File: src/rtl/floating_point_unit_pkg.sv
// Shared types for the FPU issue/writeback scheduler: unit encoding and
// result-bus reservation slot.
package floating_point_unit_pkg;

  typedef enum logic [2:0] {
    ADD = 3'd0,
    MUL = 3'd1,
    CVT = 3'd2,
    CMP = 3'd3,
    DIV = 3'd4
  } fpu_unit_t;

  localparam int FPU_UNITS = 5;
  // Tag width carried in a reservation slot; the scheduler's TAG_W must match.
  localparam int FPU_TAG_W = 6;

  typedef struct packed {
    logic                 valid;
    fpu_unit_t            unit;
    logic [FPU_TAG_W-1:0] tag;
  } fpu_slot_t;

  function automatic int max4(input int a, input int b, input int c, input int d);
    int m;
    m = a;
    if (b > m) m = b;
    if (c > m) m = c;
    if (d > m) m = d;
    return m;
  endfunction

endpackage

File: src/rtl/fpu_result_reservation.sv
// Shifting reservation table for the shared result bus. Slot 0 is the
// writeback happening this cycle; slot i writes back i cycles from now.
module fpu_result_reservation
  import floating_point_unit_pkg::*;
#(
  parameter int MAX_LAT = 4,
  parameter int LAT_W   = 3
) (
  input  logic             clk,
  input  logic             rst,
  input  logic             clear,
  input  logic [LAT_W-1:0] query_lat,
  output logic             query_free,
  input  logic             wr_en,
  input  logic [LAT_W-1:0] wr_lat,
  input  fpu_slot_t        wr_slot,
  output fpu_slot_t        head
);

  fpu_slot_t slot     [MAX_LAT];
  fpu_slot_t slot_nxt [MAX_LAT];

  // A latency-L op lands in slot L-1 after the shift, which is where slot L
  // is heading, so slot L is the one that must be empty.
  always_comb begin
    query_free = 1'b0;
    if (query_lat == LAT_W'(MAX_LAT)) begin
      query_free = 1'b1;
    end else begin
      for (int i = 0; i < MAX_LAT; i++) begin
        if (query_lat == LAT_W'(i)) query_free = !slot[i].valid;
      end
    end
  end

  always_comb begin
    for (int i = 0; i < MAX_LAT - 1; i++) slot_nxt[i] = slot[i+1];
    slot_nxt[MAX_LAT-1] = '0;
    if (wr_en) begin
      for (int i = 0; i < MAX_LAT; i++) begin
        if (wr_lat == LAT_W'(i + 1)) slot_nxt[i] = wr_slot;
      end
    end
  end

  always_ff @(posedge clk or posedge rst) begin
    if (rst) begin
      for (int i = 0; i < MAX_LAT; i++) slot[i] <= '0;
    end else if (clear) begin
      for (int i = 0; i < MAX_LAT; i++) slot[i] <= '0;
    end else begin
      for (int i = 0; i < MAX_LAT; i++) slot[i] <= slot_nxt[i];
    end
  end

  assign head = slot[0];

endmodule

File: src/rtl/floating_point_unit_scheduler.sv
// FPU issue and writeback scheduler: starts sub-units, reserves the shared
// result bus, tracks the iterative divider and handles flush.
module floating_point_unit_scheduler
  import floating_point_unit_pkg::*;
#(
  parameter int TAG_W   = FPU_TAG_W,
  parameter int ADD_LAT = 3,
  parameter int MUL_LAT = 4,
  parameter int CVT_LAT = 2,
  parameter int CMP_LAT = 1
) (
  input  logic             clk_i,
  input  logic             rst_i,
  input  logic             flush_i,
  input  logic             issue_valid_i,
  input  logic [2:0]       issue_unit_i,
  input  logic [TAG_W-1:0] issue_tag_i,
  output logic             issue_ready_o,
  output logic [4:0]       unit_start_o,
  input  logic             div_done_i,
  output logic             div_ack_o,
  output logic             div_kill_o,
  output logic             wb_valid_o,
  output logic [2:0]       wb_unit_o,
  output logic [TAG_W-1:0] wb_tag_o
);

  localparam int MAX_LAT = max4(ADD_LAT, MUL_LAT, CVT_LAT, CMP_LAT);
  localparam int LAT_W   = $clog2(MAX_LAT + 1);

  logic             div_busy;
  logic [TAG_W-1:0] div_tag;
  logic [LAT_W-1:0] lat_sel;
  logic             is_fixed;
  logic             is_div;
  logic             slot_free;
  logic             div_free;
  logic             unit_free;
  logic             accept;
  fpu_slot_t        wr_slot;
  fpu_slot_t        head;

  always_comb begin
    lat_sel  = '0;
    is_fixed = 1'b0;
    is_div   = 1'b0;
    case (issue_unit_i)
      ADD: begin lat_sel = LAT_W'(ADD_LAT); is_fixed = 1'b1; end
      MUL: begin lat_sel = LAT_W'(MUL_LAT); is_fixed = 1'b1; end
      CVT: begin lat_sel = LAT_W'(CVT_LAT); is_fixed = 1'b1; end
      CMP: begin lat_sel = LAT_W'(CMP_LAT); is_fixed = 1'b1; end
      DIV: is_div = 1'b1;
      default: ;
    endcase
  end

  fpu_result_reservation #(
    .MAX_LAT (MAX_LAT),
    .LAT_W   (LAT_W)
  ) u_resv (
    .clk        (clk_i),
    .rst        (rst_i),
    .clear      (flush_i),
    .query_lat  (lat_sel),
    .query_free (slot_free),
    .wr_en      (accept & is_fixed),
    .wr_lat     (lat_sel),
    .wr_slot    (wr_slot),
    .head       (head)
  );

  always_comb begin
    wr_slot       = '0;
    wr_slot.valid = 1'b1;
    wr_slot.unit  = fpu_unit_t'(issue_unit_i);
    wr_slot.tag   = issue_tag_i;
  end

  // Divider only gets the bus when no fixed-latency result is due.
  assign div_ack_o = ~rst_i & ~flush_i & div_done_i & ~head.valid;
  assign div_free  = ~div_busy | div_ack_o;
  assign unit_free = (is_fixed & slot_free) | (is_div & div_free);

  // Holding off issue while a divider result waits lets slot 0 drain.
  assign issue_ready_o = ~rst_i & ~flush_i & unit_free & (~div_done_i | div_ack_o);
  assign accept        = issue_valid_i & issue_ready_o;

  always_comb begin
    unit_start_o = '0;
    if (accept) unit_start_o[issue_unit_i] = 1'b1;
  end

  always_comb begin
    wb_valid_o = 1'b0;
    wb_unit_o  = '0;
    wb_tag_o   = '0;
    if (!rst_i && !flush_i) begin
      if (head.valid) begin
        wb_valid_o = 1'b1;
        wb_unit_o  = head.unit;
        wb_tag_o   = head.tag;
      end else if (div_ack_o) begin
        wb_valid_o = 1'b1;
        wb_unit_o  = DIV;
        wb_tag_o   = div_tag;
      end
    end
  end

  assign div_kill_o = flush_i & div_busy;

  always_ff @(posedge clk_i or posedge rst_i) begin
    if (rst_i) begin
      div_busy <= 1'b0;
      div_tag  <= '0;
    end else if (flush_i) begin
      div_busy <= 1'b0;
    end else if (accept && is_div) begin
      div_busy <= 1'b1;
      div_tag  <= issue_tag_i;
    end else if (div_ack_o) begin
      div_busy <= 1'b0;
    end
  end

endmodule
File: config.mk
export PLATFORM = sky130hd
export DESIGN_NAME = floating_point_unit_scheduler
export DESIGN_NICKNAME = d
export VERILOG_FILES = /design/src/rtl/floating_point_unit_pkg.sv /design/src/rtl/fpu_result_reservation.sv /design/src/rtl/floating_point_unit_scheduler.sv
export SDC_FILE = /design/constraint.sdc
export NUM_CORES = 1
export LEC_CHECK = 0
export BUFFER_PORTS_ARGS = -buffer_cell sky130_fd_sc_hd__buf_2
export CAP_MARGIN = 20
export CORE_ASPECT_RATIO = 2
export CORE_MARGIN = 5
export CORE_UTILIZATION = 56
export DETAILED_ROUTE_END_ITERATION = 10
export PLACE_DENSITY = 0.91
export RECOVER_POWER = 50
export SLEW_MARGIN = 40
export SYNTH_ARGS = -nofsm -noshare
export SYNTH_HDL_FRONTEND = slang
export SYNTH_SLANG_ARGS = --single-unit
File: constraint.sdc
create_clock -name clk_i -period 2 [get_ports clk_i]
set_input_delay 0.1 -clock clk_i [delete_from_list [all_inputs] [get_ports clk_i]]
set_output_delay 0.1 -clock clk_i [all_outputs]
set_load 0.03 [all_outputs]
==> impl_metrics.ini <==
[drt]
wl_per_cell_um = 14.3
totalWireLength_um = 4030
antenna_left = 0
drt_iter0_markers = 20
via_count = 1563
drc = 0
firstDrtPassIters = 4
vias_per_cell = 5.52

[timing]
fin_crit_ns = 1.94
setup_viol = 0
fmax_ghz = 0.515
drv_slew = 0
holdWs_ns = 0.0848
tightest_slew_ns = 0.894
fin_crit_sh_pct = 97.0
setup_slack_ns = 0.0597
rsz0062_at_grt = yes
slew_headroom_pct = 40.4
skew_ns = 0.00559
tns_ns = 0
finalHoldViolCount = 0

[clocking]
htreeDepth = 2
cts_sinks = 47
cts.clk_slew.worst_paths_ns = 0.08
cts_setup_buffers = 0
clk_latency_ns = 0.29
cts_buffers = 5
cts_tree = done
cts-root-buf = clkbuf_8
cts_buffer_depth = 2

[global_routing]
grt_pass1_wl_um = 7030
grt_max_degree = 39
gr-total-overflow = 0
grt_usage_pct = 18.0
grt_pass1_vias = 1617
antenna_found_initial = 0

[synth]
yosysMostFrequentCell = dfrtp_1
syn_area_um2 = 2110
yosysTopAreaCellShare_pct = 55.8
synth_edf_count = 0
synth_commonest_cells = 47 x dfrtp_1, 20 x nor2_1, 19 x a21oi_1
synth_top_cell_by_area = dfrtp_1
ys.flop_type = dfrtp_1
ys_warn_count = 0
avgSynthCellArea_um2 = 10.5
synth-seq-cells = 47
ys_types = 32
synthTopCellsByArea = dfrtp_1 56%, nand2b_1 4.7%, a21oi_1 4.5%
syn_inst = 200
synth_seq_area_share_pct = 55.8
async_flop_share_pct = 100

[placed_design]
io_buffers = 31
dpl.hpwl_um = 2980
place.gp.congestion = 0.785
dp_slack_ns = 0.313

[critical_path]
critical_path_required_ns = 1.90
endpoint_kind = output port
worstPathArrival_ns = 1.84
crit_type = register to output port
crit_fanout = 4
startpoint_type = register

[layout]
nFillCells = 311
diodes = 0
nets = 248
layout-drive-gt1-share_pct = 22.2
syn2layout_area_growth_pct = 16.1
utilization_pct = 67.1

[die]
pin_count = 32
fp.dieW_um = 53.4
num_rows = 31
die_h_um = 96.8
core_um2 = 3650
dieArea_um2 = 5170
start_util_pct = 57.8

[power_and_ir_drop]
peakVddDrop_uv = 869
power_density_nw_per_um2 = 747
power_uw = 1830
p_leak_uw = 0.00114

[run_status]
status = complete, no violations

[flow_run]
cap_violations = 0

[min_path]
hp-class = primary input to register
critical path, cell delays in order (launching register included):
cell and delay [ns]:
dfrtp_1 0.39, mux2_4 0.30, a221o_1 0.43, nor2_2 0.21, buf_2 0.23
flip-flops by register name, indices dropped and copies added (netlist names):
signal	cells
u_resv.slot	30
div_busy	1
u_resv.head	10
div_tag	6
logic make-up after synthesis:
group           share of synthesized area [%]
simple gates                             20.9
mux                                      6.77
buf+inv                                  3.32
other cells                             0.178
flops                                    55.8
compound gates                           13.1
where the power goes:
part / switching, uW / internal (uW) / total (uW)
clock: 279 / 366 / 645
sequential: 14.2 / 984 / 998
combinational: 116 / 68.5 / 185
total: 410 / 1420 / 1830
per-stage QoR:
stage	instances	instance area, um^2
2_1_floorplan	201	2110
3_3_place_gp	275	2320
3_5_place_dp	275	2320
4_1_cts	283	2440
5_1_grt	283	2450
6_report	283	2450
per-layer routing:
metal | global-route usage [%] | wire length (um) | vias to the layer above
li1 | - | - | 760
met1 | 18.7 | 1480 | 769
met2 | 31.7 | 2310 | 29
met3 | 3.08 | 172 | 5
met4 | 10.2 | 75 | 0
met5 | 0 | 0 | -
area by class of cell:
type	instances	area [um^2]	area share, %
clock buffer	6	72.6	2.97
clock inverter	1	30.0	1.23
inverter	2	7.51	0.307
multi-input combinational	139	886	36.2
sequential	47	1180	48.1
tap	49	61.3	2.51
timing repair buffer	39	214	8.74
path summary, 6_finish.rpt:
| check | startpoint | to | slack, ns | cells after the start |
|---|---|---|---|---|
| max in group asynchronous | rst_i | u_resv.slot[22] | 0.52 | 4 |
| max | u_resv.slot[19] | unit_start_o[0] | 0.06 | 4 |
| min | issue_tag_i[5] | u_resv.slot[5] | 0.08 | 2 |
| min in group asynchronous | rst_i | u_resv.slot[26] | 0.36 | 3 |
| max reg2reg | u_resv.slot[19] | u_resv.head[1] | 0.26 | 5 |
| min reg2reg | u_resv.slot[26] | u_resv.head[6] | 0.48 | 2 |
placed cells by master, fill, tap and decap left out, drive strengths merged, types with 2 or more instances in the layout:
cell | synthesis | routed
conb | 1 | 2
nand2b | 16 | 16
buf | 4 | 30
nor2 | 20 | 20
mux2 | 7 | 7
nor3b | 6 | 6
dfrtp | 47 | 47
nand2 | 2 | 2
and3b | 3 | 3
a22oi | 6 | 6
clkbuf | 9 | 14
a31oi | 2 | 2
nand3 | 14 | 14
o21ai | 14 | 14
nor2b | 3 | 3
and3 | 4 | 4
mux2i | 6 | 6
and2 | 7 | 7
a21oi | 19 | 19
what timing repair did:
action	4_1_cts	5_1_grt
hold endpoints to repair	9	0
resized for setup	1	8
hold buffers	1	0
endpoints found under the setup margin	1	4
Power figures use the tool's default switching activity.
